## src/rtl/la_pkg.sv

```systemverilog
// Shared logic-analyzer definitions: capture FSM state encoding, also decoded
// by the host-register block.
package la_pkg;

    localparam logic [2:0] ST_IDLE      = 3'd0;
    localparam logic [2:0] ST_PRE       = 3'd1;
    localparam logic [2:0] ST_WAIT_TRIG = 3'd2;
    localparam logic [2:0] ST_POST      = 3'd3;
    localparam logic [2:0] ST_DONE      = 3'd4;

    typedef enum logic [2:0] {
        S_IDLE      = ST_IDLE,
        S_PRE       = ST_PRE,
        S_WAIT_TRIG = ST_WAIT_TRIG,
        S_POST      = ST_POST,
        S_DONE      = ST_DONE
    } cap_state_t;

endpackage

```

## src/rtl/capture_controller_if.sv

```systemverilog
// Sample-buffer write port driven by the capture controller.
interface capture_controller_if #(
    parameter int DATA_WIDTH = 8,
    parameter int ADDR_WIDTH = 10
);
    logic                  wr_en;
    logic [ADDR_WIDTH-1:0] wr_addr;
    logic [DATA_WIDTH-1:0] wr_data;

    modport master (output wr_en, wr_addr, wr_data);
    modport slave  (input  wr_en, wr_addr, wr_data);
endinterface

```

## src/rtl/trigger_matcher.sv

```systemverilog
// Combinational trigger match: masked level compare, plus an edge term when
// TRIG_EDGE_EN is defined.
module trigger_matcher #(
    parameter int DATA_WIDTH = 8
) (
    input  logic [DATA_WIDTH-1:0] data_in,
    input  logic [DATA_WIDTH-1:0] trig_mask,
    input  logic [DATA_WIDTH-1:0] trig_value,
`ifdef TRIG_EDGE_EN
    input  logic [DATA_WIDTH-1:0] prev_sample,
    input  logic [DATA_WIDTH-1:0] trig_edge_mask,
`endif
    output logic                  hit
);

    logic [DATA_WIDTH-1:0] bit_ok;

    // A bit passes when it is don't-care or matches, and (edge build) toggled if edge-selected.
    generate
        for (genvar gi = 0; gi < DATA_WIDTH; gi++) begin : g_bit
`ifdef TRIG_EDGE_EN
            assign bit_ok[gi] = ~((data_in[gi] ^ trig_value[gi]) & trig_mask[gi])
                              & (~trig_edge_mask[gi] | (data_in[gi] ^ prev_sample[gi]));
`else
            assign bit_ok[gi] = ~((data_in[gi] ^ trig_value[gi]) & trig_mask[gi]);
`endif
        end
    endgenerate

    assign hit = &bit_ok;

endmodule

```

## src/rtl/capture_controller.sv

```systemverilog
// Logic-analyzer capture FSM: pre-trigger fill, trigger wait, post-trigger fill
// into a circular sample buffer. Optional edge trigger under TRIG_EDGE_EN.
module capture_controller
    import la_pkg::*;
#(
    parameter int DATA_WIDTH = 8,
    parameter int ADDR_WIDTH = 10
) (
    input  logic                  clk,
    input  logic                  rst_n,
    input  logic                  arm,
    input  logic                  abort,
    input  logic                  sample_en,
    input  logic [DATA_WIDTH-1:0] data_in,
    input  logic [DATA_WIDTH-1:0] trig_mask,
    input  logic [DATA_WIDTH-1:0] trig_value,
    input  logic [ADDR_WIDTH-1:0] pretrig_len,
`ifdef TRIG_EDGE_EN
    input  logic [DATA_WIDTH-1:0] trig_edge_mask,
`endif
    capture_controller_if.master  buf_if,
    output logic [ADDR_WIDTH-1:0] trig_addr,
    output logic                  busy,
    output logic                  done,
    output logic [2:0]            state
);

    localparam logic [ADDR_WIDTH-1:0] CNT_ONE = {{(ADDR_WIDTH-1){1'b0}}, 1'b1};

    cap_state_t            state_reg;
    logic [ADDR_WIDTH-1:0] ptr_reg;
    logic [ADDR_WIDTH-1:0] pre_len_reg;
    logic [ADDR_WIDTH-1:0] pre_cnt_reg;
    logic [ADDR_WIDTH-1:0] post_cnt_reg;
    logic [ADDR_WIDTH-1:0] trig_addr_reg;
    logic                  wr_en_reg;
    logic [ADDR_WIDTH-1:0] wr_addr_reg;
    logic [DATA_WIDTH-1:0] wr_data_reg;
    logic                  busy_reg;
    logic                  done_reg;
    logic                  trig_hit;
    logic                  arm_accept;
    logic                  capture_write;

    assign arm_accept    = arm && !abort && (state_reg == S_IDLE || state_reg == S_DONE);
    // busy_reg is high exactly in PRE, WAIT_TRIG and POST
    assign capture_write = sample_en && !abort && busy_reg;

`ifdef TRIG_EDGE_EN
    logic [DATA_WIDTH-1:0] prev_sample_reg;

    always_ff @(posedge clk or negedge rst_n) begin
        if (!rst_n) begin
            prev_sample_reg <= '0;
        end else if (arm_accept) begin
            prev_sample_reg <= '0;
        end else if (sample_en) begin
            prev_sample_reg <= data_in;
        end
    end
`endif

    trigger_matcher #(
        .DATA_WIDTH     (DATA_WIDTH)
    ) u_trigger_matcher (
        .data_in        (data_in),
        .trig_mask      (trig_mask),
        .trig_value     (trig_value),
`ifdef TRIG_EDGE_EN
        .prev_sample    (prev_sample_reg),
        .trig_edge_mask (trig_edge_mask),
`endif
        .hit            (trig_hit)
    );

    always_ff @(posedge clk or negedge rst_n) begin
        if (!rst_n) begin
            state_reg     <= S_IDLE;
            ptr_reg       <= '0;
            pre_len_reg   <= '0;
            pre_cnt_reg   <= '0;
            post_cnt_reg  <= '0;
            trig_addr_reg <= '0;
            wr_en_reg     <= 1'b0;
            wr_addr_reg   <= '0;
            wr_data_reg   <= '0;
            busy_reg      <= 1'b0;
            done_reg      <= 1'b0;
        end else begin
            wr_en_reg <= 1'b0;
            if (capture_write) begin
                wr_en_reg   <= 1'b1;
                wr_addr_reg <= ptr_reg;
                wr_data_reg <= data_in;
                ptr_reg     <= ptr_reg + CNT_ONE;
            end

            if (abort) begin
                state_reg <= S_IDLE;
                busy_reg  <= 1'b0;
                done_reg  <= 1'b0;
            end else begin
                case (state_reg)
                    S_IDLE, S_DONE: begin
                        if (arm) begin
                            pre_len_reg <= pretrig_len;
                            pre_cnt_reg <= pretrig_len;
                            ptr_reg     <= '0;
                            wr_addr_reg <= '0;
                            busy_reg    <= 1'b1;
                            done_reg    <= 1'b0;
                            if (pretrig_len == '0) begin
                                state_reg <= S_WAIT_TRIG;
                            end else begin
                                state_reg <= S_PRE;
                            end
                        end
                    end
                    S_PRE: begin
                        if (sample_en) begin
                            pre_cnt_reg <= pre_cnt_reg - CNT_ONE;
                            if (pre_cnt_reg == CNT_ONE) begin
                                state_reg <= S_WAIT_TRIG;
                            end
                        end
                    end
                    S_WAIT_TRIG: begin
                        if (sample_en && trig_hit) begin
                            trig_addr_reg <= ptr_reg;
                            // DEPTH-1-pretrig_len is the bitwise complement at this width
                            post_cnt_reg  <= ~pre_len_reg;
                            if (&pre_len_reg) begin
                                state_reg <= S_DONE;
                                busy_reg  <= 1'b0;
                                done_reg  <= 1'b1;
                            end else begin
                                state_reg <= S_POST;
                            end
                        end
                    end
                    S_POST: begin
                        if (sample_en) begin
                            post_cnt_reg <= post_cnt_reg - CNT_ONE;
                            if (post_cnt_reg == CNT_ONE) begin
                                state_reg <= S_DONE;
                                busy_reg  <= 1'b0;
                                done_reg  <= 1'b1;
                            end
                        end
                    end
                    default: begin
                        state_reg <= S_IDLE;
                        busy_reg  <= 1'b0;
                        done_reg  <= 1'b0;
                    end
                endcase
            end
        end
    end

    assign buf_if.wr_en   = wr_en_reg;
    assign buf_if.wr_addr = wr_addr_reg;
    assign buf_if.wr_data = wr_data_reg;
    assign trig_addr      = trig_addr_reg;
    assign busy           = busy_reg;
    assign done           = done_reg;
    assign state          = state_reg;

endmodule

```

## src/flat_wrapper.sv

```systemverilog
// flat-port wrapper written by rule: the top's interface ports become plain ports
module capture_controller_flat import la_pkg::*;
#(
    parameter int DATA_WIDTH = 8,
    parameter int ADDR_WIDTH = 10
)
  (clk, rst_n, arm, abort, sample_en, data_in, trig_mask, trig_value, pretrig_len, trig_addr, busy, done, state, buf_if_wr_en, buf_if_wr_addr, buf_if_wr_data);
  capture_controller_if #(.DATA_WIDTH(DATA_WIDTH), .ADDR_WIDTH(ADDR_WIDTH)) buf_if_i ();
  input  logic clk;
  input  logic rst_n;
  input  logic arm;
  input  logic abort;
  input  logic sample_en;
  input  logic [DATA_WIDTH-1:0] data_in;
  input  logic [DATA_WIDTH-1:0] trig_mask;
  input  logic [DATA_WIDTH-1:0] trig_value;
  input  logic [ADDR_WIDTH-1:0] pretrig_len;
  output logic [ADDR_WIDTH-1:0] trig_addr;
  output logic busy;
  output logic done;
  output logic [2:0] state;
  output wire logic [$bits(buf_if_i.wr_en)-1:0] buf_if_wr_en;
  output wire logic [$bits(buf_if_i.wr_addr)-1:0] buf_if_wr_addr;
  output wire logic [$bits(buf_if_i.wr_data)-1:0] buf_if_wr_data;
  assign buf_if_wr_en = buf_if_i.wr_en;
  assign buf_if_wr_addr = buf_if_i.wr_addr;
  assign buf_if_wr_data = buf_if_i.wr_data;
  capture_controller #(.DATA_WIDTH(DATA_WIDTH), .ADDR_WIDTH(ADDR_WIDTH)) u_core (.clk(clk), .rst_n(rst_n), .arm(arm), .abort(abort), .sample_en(sample_en), .data_in(data_in), .trig_mask(trig_mask), .trig_value(trig_value), .pretrig_len(pretrig_len), .buf_if(buf_if_i), .trig_addr(trig_addr), .busy(busy), .done(done), .state(state));
endmodule
```

## config.mk

```make
export PLATFORM = sky130hd
export DESIGN_NAME = capture_controller_flat
export DESIGN_NICKNAME = d
export VERILOG_FILES = /design/src/rtl/la_pkg.sv /design/src/rtl/capture_controller_if.sv /design/src/rtl/trigger_matcher.sv /design/src/rtl/capture_controller.sv /design/src/flat_wrapper.sv
export SDC_FILE = /design/constraint.sdc
export NUM_CORES = 1
export LEC_CHECK = 0
export CELL_PAD_IN_SITES_DETAIL_PLACEMENT = 0
export CELL_PAD_IN_SITES_GLOBAL_PLACEMENT = 1
export CORE_AREA = 4 4 102 104
export CTS_CLUSTER_DIAMETER = 120
export DETAILED_ROUTE_END_ITERATION = 12
export DIE_AREA = 0 0 106 108
export PLACE_DENSITY_LB_ADDON = 0.08
export REMOVE_ABC_BUFFERS = 1
export SLEW_MARGIN = 10
export SYNTH_ARGS = -nofsm -noshare
export SYNTH_HDL_FRONTEND = slang
export SYNTH_SLANG_ARGS = --single-unit
```

## constraint.sdc

```tcl
create_clock -name clk -period 3.4 [get_ports clk]
set_clock_uncertainty 0.1 [all_clocks]
set_input_delay 0.51 -clock clk [delete_from_list [all_inputs] [get_ports clk]]
set_output_delay 0.51 -clock clk [all_outputs]
set_load 0.02 [all_outputs]
```

==> results <==
- The run finished with clean final reports.
- The max-slew violation count came to 0.
- Counting instances in the post-synthesis netlist gives the leading cell types as 74 x sky130_fd_sc_hd__dfrtp_1, 60 x sky130_fd_sc_hd__nand2_1, 41 x sky130_fd_sc_hd__nor2_1, 31 x sky130_fd_sc_hd__a21oi_1, 29 x sky130_fd_sc_hd__o21ai_0.
- The data arrival time of the worst path is 1.90 ns.
- The routed design could run at a clock period as short as 2.51 ns.
- The number of buffers and inverters on the critical path is 1.
- The power spent charging and discharging nets is 1260 uW.
- Measured on the finished design, the core utilization comes to 0.509.
- The worst vdd rail ir drop is 0.000325 V.
- The max-capacitance violation count is 0.
- The worst path meets setup with 0.890 ns of slack.
- The count of cells resized by post-cts repair is 0.
- The cell accounting for the most synthesized area is sky130_fd_sc_hd__dfrtp_1.
- The number of distinct standard cells referenced by the synthesized netlist is 52.
- The worst setup timing slack at the placement stage is 0.722 ns.
- The number of antenna repair diodes is 0.
- The count of endpoints failing hold in the final timing report is 0.
- The slowest stage of the critical path is the sky130_fd_sc_hd__dfrtp_1 cell.
- The cell-internal power is 2050 uW.
- In the final layout, the share of cells above drive strength 1 is 0.113.
- Post-CTS timing repair inserted 0 buffers for setup.
- The deepest clock path buffer count is 2.
- Counting cells, the worst reg-to-reg path comes to 5.
- The normalized max-slew margin is 0.507.
- The CTS sink count is 74.
- The wire-length estimate of the detail-placed layout is 6.96 mm.
- After the first detailed-routing iteration, the DRC count stood at 163.
- The post-route DRC violation count is 0.
- The number of antenna violations at the first check in global routing came to 0.
- The endpoint identified for the worst register-to-register timing path is u_core.state[1]$_DFFE_PN0P_.
- In this run the standard cell core region covers 9550 um2.
- The cell area after placement is 4640 um2.
- For this design the ratio of total power to cell area is 682 nW/um2.
- The pin count of the biggest net entering global routing is 45.
- The die is 108 um tall.
- The final setup TNS is 0 ns.
- The floorplan die width is 106 um.
- After detailed routing, the average wire length per cell comes to 16.4 um.
- The slew at the pin closest to its max-slew limit is 0.740 ns.
- The combinational power share is 0.336.
- During placement, the flow inserted port buffers numbering 72.
- The total number of nets in the final design is 509.
- Detailed routing inserted a total of 3177 vias.
- The worst endpoint required time is 2.79 ns.
- The share of synthesized registers carrying an async set or reset is 1.00.
- The floorplan has 36 rows.
- The number of H-tree levels is 3.
- In this design, the largest share of critical-path delay is due to flip-flops.
- In the post-synthesis netlist, the biggest area contributors are sky130_fd_sc_hd__dfrtp_1 49%, sky130_fd_sc_hd__nand2_1 6.0%, sky130_fd_sc_hd__mux2_2 5.7%.
- For this run, the number of standard cells in the final layout without fillers is 603.
- The first element of the critical path is u_core.state[0]$_DFFE_PN0P_.
- After synthesis, the mean cell area works out to 9.57 um2.
- The number of global-route vias before repair came to 3126.
- The worst setup path is captured at an output pin.
- The synthesized netlist cell count is 393.
- The final wirelength is 9.91 mm.
- The signal on the critical path passes through clkdlybuf4s50_1.
- The critical path startpoint category is a flip-flop.
- The initial utilization of the core area, before any placement, comes to 0.394.
- The number of buffers created by CTS is 9.
- For this design the static power due to leakage is 0.00206 uW.
- The residual overflow from global routing is 0.
- Counting flops with a built-in enable in the synthesized netlist gives 0.
- The register bit count reported by yosys is 74.
- The synthesized netlist occupies a cell area of 3760 um2.
- The number of warnings issued by yosys is 0.
- The remaining number of nets flagged by the antenna check after routing is 0.
- The clock tree from TritonCTS is done.
- The class of the most critical hold timing path is in2async.
- The portion of total power attributed to sequential cells is 0.425.
- The tree is rooted in a sky130_fd_sc_hd__clkbuf_8.
- Along the worst path, the maximum fanout reaches 17.
- The routed via count divided by cell count is 5.27.
- The most numerous cell in the Yosys netlist is sky130_fd_sc_hd__dfrtp_1.
- The area of all placed cells without fillers is 4860 um2.
- The area growth from synthesis to layout is 29.2%.
- The post-cts hold buffer count is 0.
- Setup violations remaining at the end of the flow were counted as 0.
- The first-pass GRT wire length is 16.4 mm.
- The number of placed instances, taps included, is 587.
- The number of top-level pins is 73.
- The share of the Yosys chip area taken by registers is 0.492.
- The routability congestion estimate is 0.811.
- Setup repair after global routing left no endpoint under its margin.
- Derived from the worst setup path, the maximum achievable clock frequency is 0.398 GHz.
- Of the total power, the clock network draws 0.239.
- In this run the register-to-register setup slack is 0.95 ns.
- The biggest cell delay along the critical path is 0.80 ns.
- For this run, the detailed router's first-pass iteration total came to 4.
- The die area is 11400 um2.
- The leading register cell type out of synthesis is sky130_fd_sc_hd__dfrtp_1.
- The switching part of the total power is 0.381.
- Clock-pin slew was measured on the worst setup and hold paths at 0.08 ns.
- The startpoint of the worst register-to-register path is u_core.state[0]$_DFFE_PN0P_.
- For this run, the total global-route usage over all layers was measured as 0.184.
- In the finished design, the share of the clock period the worst path needs comes to 0.738.
- The type of the setup path with the least slack is reg2out.
- The share of synthesized area in the top cell type comes to 0.492.
- The insertion delay to the later sink of the worst-skew pair is 0.36 ns.
cell type report:
type                       count  area [um2]
fill                         908        4690
multi-input combinational    292        1800
sequential                    74        1850
inverter                       8        30.0
tap                          133         166
timing repair buffer          80         788
clock inverter                 7         101
clock buffer                   9         124
layer usage:
layer  share of wire  vias up  track usage
li1                -     1552            -
met1            0.48     1532        0.254
met2            0.46       80        0.290
met3           0.045       13       0.0328
met4           0.017        0       0.0694
met5               0        -            0
power groups by stage:
stage	Combinational [uW]	Clock, uW	Sequential (uW)
2_1_floorplan	638	0	1410
3_3_place_gp	1110	0	1410
3_5_place_dp	1120	0	1420
4_1_cts	1120	810	1400
5_1_grt	1250	856	1450
6_report	1110	791	1410
stage by stage:
stage          hold WS (ns)  total power [uW]
2_1_floorplan         0.114              2050
3_3_place_gp          0.359              2520
3_5_place_dp          0.365              2540
4_1_cts               0.133              3340
5_1_grt               0.170              3550
6_report              0.111              3310
how the worst max path moves through the flow:
stage | depth (start not counted) | endpoint | slack, ns
final | 1 | state[0] | 0.89
after CTS | 1 | state[0] | 0.90
after floorplan | 4 | u_core.pre_cnt_reg[3]$_DFFE_PN0P_ | 0.17
after global placement | 7 | u_core.trig_addr[6]$_DFFE_PN0P_ | 0.74
after global routing | 5 | u_core.state[1]$_DFFE_PN0P_ | 0.73
after detailed placement | 7 | u_core.trig_addr[0]$_DFFE_PN0P_ | 0.72
placed cells by master (no fill, tap or decap), types with 3 or more instances in the layout:
master	synthesis	final
sky130_fd_sc_hd__dfrtp_1	74	74
sky130_fd_sc_hd__clkdlybuf4s50_1	0	71
sky130_fd_sc_hd__nand2_1	60	60
sky130_fd_sc_hd__nor2_1	41	41
sky130_fd_sc_hd__a21oi_1	31	31
sky130_fd_sc_hd__o21ai_0	29	29
sky130_fd_sc_hd__mux2_2	19	19
sky130_fd_sc_hd__xor2_1	14	14
sky130_fd_sc_hd__clkbuf_8	0	9
sky130_fd_sc_hd__inv_1	8	8
sky130_fd_sc_hd__nand3_1	8	8
sky130_fd_sc_hd__nor3_1	7	7
sky130_fd_sc_hd__nor4_1	7	7
sky130_fd_sc_hd__buf_4	0	7
sky130_fd_sc_hd__a22oi_1	6	6
sky130_fd_sc_hd__o22a_1	6	6
sky130_fd_sc_hd__and3_1	5	5
sky130_fd_sc_hd__ha_1	5	5
sky130_fd_sc_hd__nand4_1	4	4
sky130_fd_sc_hd__a31oi_1	4	4
sky130_fd_sc_hd__xnor2_1	3	3
sky130_fd_sc_hd__or4_1	3	3
sky130_fd_sc_hd__nand2b_1	3	3
sky130_fd_sc_hd__o31ai_1	3	3
kinds of logic (layout without fill, tap and decap cells):
| group | Yosys count | count (layout) | share of synthesized area |
|---|---|---|---|
| buffers and inverters | 27 | 104 | 0.0316 |
| multiplexers | 20 | 20 | 0.0595 |
| AO/OA/AOI/OAI | 97 | 97 | 0.161 |
| flip-flops | 74 | 74 | 0.492 |
| XOR/XNOR | 17 | 17 | 0.0396 |
| adder cells (fa/ha/maj) | 5 | 5 | 0.0166 |
| AND/OR/NAND/NOR | 153 | 153 | 0.200 |
Note: power is estimated with default switching activity, not from simulation.
